**config.mk**
```make
export PLATFORM = sky130hd
export DESIGN_NAME = generador_trans
export DESIGN_NICKNAME = d
export VERILOG_FILES = /design/src/rtl/gen_pkg.sv /design/src/rtl/gen_next_word.sv /design/src/rtl/generador_trans.sv
export SDC_FILE = /design/constraint.sdc
export NUM_CORES = 1
export LEC_CHECK = 0
export ABC_CLOCK_PERIOD_IN_PS = 2740
export BUFFER_PORTS_ARGS = -buffer_cell sky130_fd_sc_hd__buf_2
export CAP_MARGIN = 20
export CORE_MARGIN = 3
export CORE_UTILIZATION = 56
export DETAILED_ROUTE_END_ITERATION = 16
export PLACE_DENSITY = 0.77
export SLEW_MARGIN = 20
export SYNTH_ARGS = -nofsm -noshare
export SYNTH_HDL_FRONTEND = slang
export SYNTH_HIERARCHICAL = 1
export SYNTH_SLANG_ARGS = --single-unit
```
**constraint.sdc**
```tcl
create_clock -name clk -period 2.74 [get_ports clk]
set_input_delay 0.274 -clock clk [delete_from_list [all_inputs] [get_ports clk]]
set_output_delay 0.274 -clock clk [all_outputs]
set_load 0.005 [all_outputs]
```
**src/rtl/gen_pkg.sv**
```systemverilog
// Shared definitions for the transaction stimulus generator:
// FSM state encoding, default widths and the LFSR feedback mask.
package gen_pkg;

    typedef enum logic [1:0] {
        IDLE = 2'd0,
        SEND = 2'd1,
        GAP  = 2'd2,
        DONE = 2'd3
    } gen_state_t;

    localparam int DEF_DATA_W = 12;
    localparam int DEF_CNT_W  = 16;
    localparam int DEF_GAP_W  = 4;

    // x^12 + x^6 + x^4 + x + 1 with the x^12 term implied by the shift-out bit.
    localparam logic [11:0] LFSR_TAPS = 12'h053;

endpackage

```
**src/rtl/gen_next_word.sv**
```systemverilog
// Combinational next-word function: increment by default, Galois LFSR
// when GEN_LFSR_EN is defined. Ports: cur_i (current word), next_o.
module gen_next_word
    import gen_pkg::*;
#(
    parameter int                DATA_W = DEF_DATA_W,
    parameter logic [DATA_W-1:0] SEED   = DATA_W'(1)
) (
    input  logic [DATA_W-1:0] cur_i,
    output logic [DATA_W-1:0] next_o
);

`ifdef GEN_LFSR_EN
    logic [DATA_W-1:0] taps;
    assign taps = DATA_W'(LFSR_TAPS);

    always_comb begin
        next_o = {cur_i[DATA_W-2:0], 1'b0};
        if (cur_i[DATA_W-1]) begin
            next_o = next_o ^ taps;
        end
        // Zero is the reset value and is not on the LFSR cycle.
        if (cur_i == '0) begin
            next_o = SEED;
        end
    end
`else
    logic unused_seed;
    assign unused_seed = ^SEED;
    assign next_o      = cur_i + DATA_W'(1);
`endif

endmodule

```
**src/rtl/generador_trans.sv**
```systemverilog
// Transaction stimulus source: emits num_trans distinct words with gap idle
// cycles between them, counts every emitted word in enviados.
// Ports: clk, reset (sync, active-low), start, num_trans, gap,
// data_out, busy, done, enviados. Macro GEN_LFSR_EN selects LFSR words.
module generador_trans
    import gen_pkg::*;
#(
    parameter int                DATA_W = DEF_DATA_W,
    parameter int                CNT_W  = DEF_CNT_W,
    parameter int                GAP_W  = DEF_GAP_W,
    parameter logic [DATA_W-1:0] SEED   = DATA_W'(1)
) (
    input  logic              clk,
    input  logic              reset,
    input  logic              start,
    input  logic [CNT_W-1:0]  num_trans,
    input  logic [GAP_W-1:0]  gap,
    output logic [DATA_W-1:0] data_out,
    output logic              busy,
    output logic              done,
    output logic [CNT_W-1:0]  enviados
);

    gen_state_t        state_q, state_d;
    logic [DATA_W-1:0] data_q, data_d;
    logic [CNT_W-1:0]  cnt_q, cnt_d;
    logic [CNT_W-1:0]  rem_q, rem_d;
    logic [GAP_W-1:0]  gapl_q, gapl_d;
    logic [GAP_W-1:0]  gcnt_q, gcnt_d;
    logic [DATA_W-1:0] next_word;

    gen_next_word #(
        .DATA_W (DATA_W),
        .SEED   (SEED)
    ) u_next (
        .cur_i  (data_q),
        .next_o (next_word)
    );

    always_comb begin
        state_d = state_q;
        data_d  = data_q;
        cnt_d   = cnt_q;
        rem_d   = rem_q;
        gapl_d  = gapl_q;
        gcnt_d  = gcnt_q;
        unique case (state_q)
            IDLE: begin
                if (start) begin
                    if (num_trans != '0) begin
                        rem_d   = num_trans;
                        gapl_d  = gap;
                        state_d = SEND;
                    end else begin
                        state_d = DONE;
                    end
                end
            end
            SEND: begin
                data_d = next_word;
                cnt_d  = cnt_q + CNT_W'(1);
                rem_d  = rem_q - CNT_W'(1);
                if (rem_q == CNT_W'(1)) begin
                    state_d = DONE;
                end else if (gapl_q != '0) begin
                    gcnt_d  = gapl_q;
                    state_d = GAP;
                end
            end
            GAP: begin
                // Leaving on a count of 1 yields exactly gapl_q idle cycles.
                gcnt_d = gcnt_q - GAP_W'(1);
                if (gcnt_q == GAP_W'(1)) begin
                    state_d = SEND;
                end
            end
            DONE: begin
                state_d = IDLE;
            end
        endcase
    end

    always_ff @(posedge clk) begin
        if (!reset) begin
            state_q <= IDLE;
            data_q  <= '0;
            cnt_q   <= '0;
            rem_q   <= '0;
            gapl_q  <= '0;
            gcnt_q  <= '0;
        end else begin
            state_q <= state_d;
            data_q  <= data_d;
            cnt_q   <= cnt_d;
            rem_q   <= rem_d;
            gapl_q  <= gapl_d;
            gcnt_q  <= gcnt_d;
        end
    end

    assign data_out = data_q;
    assign enviados = cnt_q;
    assign busy     = (state_q == SEND) || (state_q == GAP);
    assign done     = (state_q == DONE);

endmodule

```
==> qor.tcl <==
set qor(fillers) 470
set qor(final_max_slew_viol_count) 0
set qor(dr.first_iter.drc_count) 202
set qor(yosysUniqueCellTypes) 56
set qor(p_leak_uw) 0.001426
set qor(cp-end-kind) {flip-flop}
set qor(top_ports) 53
set qor(power_density_nw_per_um2) 864.2
set qor(drt-vias-per-instance) 5.903
set qor(clockRootBuffer) {sky130_fd_sc_hd__clkbuf_8}
set qor(final_util_pct) 67.12
set qor(routed-via-count) 2875
set qor(grt_setup_unrepaired) {no}
set qor(met2_usage_in_global_routing_pct) 37.77
set qor(dieWidth_um) 81.08
set qor(setup_total_negative_slack_ns) 0
set qor(criticalPathCategory) {flip-flop to flip-flop}
set qor(synth_largest_area_cell) {sky130_fd_sc_hd__dfxtp_1}
set qor(final_period_minus_worst_setup_slack_ns) 2.521
set qor(iteration_count_of_the_initial_detailed_routing_pass) 4
set qor(grt_start_max_net_pins) 39
set qor(place.detailed.hpwl_um) 4960
set qor(total_clock_buffers_created_by_cts) 5
set qor(clkLatencyLatePin_ns) 0.31
set qor(detail_route.wl_per_cell_um) 14.63
set qor(grtUsageTotal_pct) 22.72
set qor(finalHoldViolations) 0
set qor(syn_nets) 404
set qor(avgSynthCellArea_sq_um) 8.509
set qor(initial_antenna_violation_count) 0
set qor(cts_hold_buffers) 0
set qor(fin_hold_ws_ns) 0.2002
set qor(maxClockFrequency_ghz) 0.3966
set qor(ys_top_cells_by_area) {sky130_fd_sc_hd__dfxtp_1 34%, sky130_fd_sc_hd__mux2i_1 4.8%, sky130_fd_sc_hd__a21oi_1 4.0%}
set qor(clock_skew_ns) 0.005375
set qor(ys_seq_elements) 54
set qor(clk_transition_reported_paths_ns) 0.10
set qor(grtUsageMet1_pct) 29.79
set qor(worst-endpoint-arrival_ns) 2.74
set qor(placementRows) 26
set qor(async_reset_ff_share_pct) 0
set qor(drc) 0
set qor(tritoncts) {yes}
set qor(timing.max_slew.rel_slack_pct) 49.62
set qor(synthDominantCellAreaShare_pct) 34.24
set qor(dieArea_sq_um) 6574
set qor(cp_data_required_time_ns) 2.95
set qor(place.port_buffers) 52
set qor(dieHeight_um) 81.08
set qor(seq_area_frac_synth_pct) 34.24
set qor(synth_enable_flop_cells) 0
set qor(cts_num_sinks) 54
set qor(clock_tree.buffer_depth) 2
set qor(run_status) {finished clean}
set qor(drv.max_cap_violation_count) 0
set qor(setup_viol_count_final) 0
set qor(most_used_routing_layer) {met2}
set qor(post-route-period-util_pct) 92.02
set qor(synthesis.instances) 371
set qor(first_pass_grt_wire_length_um) 11990
set qor(vias_in_the_first_global_route) 2748
set qor(synth_ff_type) {sky130_fd_sc_hd__dfxtp_1}
set qor(grt.overflow.total) 0
set qor(coreArea_sq_um) 5270
set qor(cp-start-kind) {flip-flop}
set qor(routed_wl_um) 7126
set qor(diodes_inserted) 0
set qor(gr-usage-met3_pct) 3.659
set qor(initial_core_util_pct) 59.90
set qor(ir_drop_worst_vdd_uv) 556.4
set qor(routabilityCongestion) 0.8871
set qor(mostFrequentLayoutCell) {sky130_fd_sc_hd__dfxtp_1}
set qor(layout_common_cells) {53 x sky130_fd_sc_hd__dfxtp_1, 52 x sky130_fd_sc_hd__buf_2, 25 x sky130_fd_sc_hd__a21oi_1, 24 x sky130_fd_sc_hd__nor2_1, 23 x sky130_fd_sc_hd__nand2_1}
set qor(post_route_cells_drive_above_1_share_pct) 21.34
set qor(hold_class) {primary input to flip-flop}
set qor(yosysWarnings) 6
set qor(area_growth_pct) 12.05
set qor(syn_area_sq_um) 3157
set qor(finalNetCount) 450
set qor(tightestPinTransition_ns) 0.7548
set qor(drtAntennaViolNets) 0
set qor(worstPathMaxFanout) 8
set qor(cts_htree_levels) 2
## cells in the mapped netlist (2+ instances only)
cell type and n:
sky130_fd_sc_hd__a211o_1 2, sky130_fd_sc_hd__a211oi_1 3, sky130_fd_sc_hd__a21oi_1 25, sky130_fd_sc_hd__a31oi_1 3, sky130_fd_sc_hd__a41oi_1 3, sky130_fd_sc_hd__and2_1 7, sky130_fd_sc_hd__and3_1 2, sky130_fd_sc_hd__buf_6 2
sky130_fd_sc_hd__clkbuf_1 15, sky130_fd_sc_hd__dfxtp_1 54, sky130_fd_sc_hd__ha_1 10, sky130_fd_sc_hd__inv_1 16, sky130_fd_sc_hd__mux2_2 10, sky130_fd_sc_hd__mux2i_1 15, sky130_fd_sc_hd__nand2_1 23, sky130_fd_sc_hd__nand2b_1 4
sky130_fd_sc_hd__nand3_1 12, sky130_fd_sc_hd__nand4_1 5, sky130_fd_sc_hd__nor2_1 24, sky130_fd_sc_hd__nor2b_1 15, sky130_fd_sc_hd__nor3_1 15, sky130_fd_sc_hd__nor4_1 12, sky130_fd_sc_hd__o211ai_1 11, sky130_fd_sc_hd__o21ai_0 14
sky130_fd_sc_hd__o221ai_1 10, sky130_fd_sc_hd__or3_1 3, sky130_fd_sc_hd__or3_2 2, sky130_fd_sc_hd__or4_1 3, sky130_fd_sc_hd__xnor2_1 12, sky130_fd_sc_hd__xor2_1 13
## worst max-delay path: stages (launching register included)
cell	delay [ns]
sky130_fd_sc_hd__dfxtp_1	0.38
sky130_fd_sc_hd__or4_1	0.66
sky130_fd_sc_hd__or4_1	0.56
sky130_fd_sc_hd__a222oi_1	0.46
sky130_fd_sc_hd__o21ai_1	0.13
sky130_fd_sc_hd__a221oi_1	0.24
## flip-flops by register name, indices dropped and copies added (netlist names)
signal	count
gcnt_q	4
state_q	2
data_out	12
gapl_q	4
rem_q	16
enviados	16
## worst paths after layout
check | slack [ns] | depth (start not counted) | startpoint | end
setup / recovery | 0.22 | 5 | rem_q[8] | state_q[0]
hold reg to reg | 0.49 | 2 | gapl_q[1] | gapl_q[1]
hold / removal | 0.20 | 3 | gap[1] | gapl_q[1]
setup reg to reg | 0.22 | 5 | rem_q[8] | state_q[0]
## cell families (layout without fill, tap and decap cells)
family / after synthesis / in the layout / share of synthesized area (%)
compound gates: 83 / 83 / 17.32
xor+xnor: 25 / 25 / 6.936
fa+ha+maj: 10 / 10 / 3.964
buf+inv: 37 / 83 / 5.509
flops: 54 / 54 / 34.25
mux: 25 / 25 / 8.323
simple gates: 137 / 137 / 23.70
## per-layer routing
metal	up-vias	part of all wire (%)
met4	0	1.3
met2	86	45
met3	14	6.0
li1	1450	-
met1	1325	48
met5	-	0
## through the flow
step | std cells | instance area [sq um] | total power (uW) | worst slack [ns]
after floorplan | 371 | 3157 | 2320 | 0.3444
after global placement | 479 | 3446 | 2541 | 0.2657
after detailed placement | 479 | 3446 | 2587 | 0.1484
after CTS | 486 | 3528 | 3035 | 0.1388
after global routing | 487 | 3537 | 3301 | 0.02070
final | 487 | 3537 | 3057 | 0.2185
## report_power, final
group,switching [uW],internal (uW),total [uW]
clock network,269,178,447
logic,848,626,1470
registers,196,940,1140
## cell type report
type,instances,area [sq um],area share [%]
timing repair buffer,60,320.3,9.056
clock inverter,2,13.76,0.3891
multi-input combinational,280,1904,53.84
tap,70,87.58,2.476
sequential,54,1082,30.60
clock buffer,5,68.82,1.946
inverter,16,60.06,1.698
## timing repair
action	CTS	global route
setup buffers	0	1
setup endpoints to repair	0	1
gates resized for setup	0	1
(Power assumes the default switching activity.)
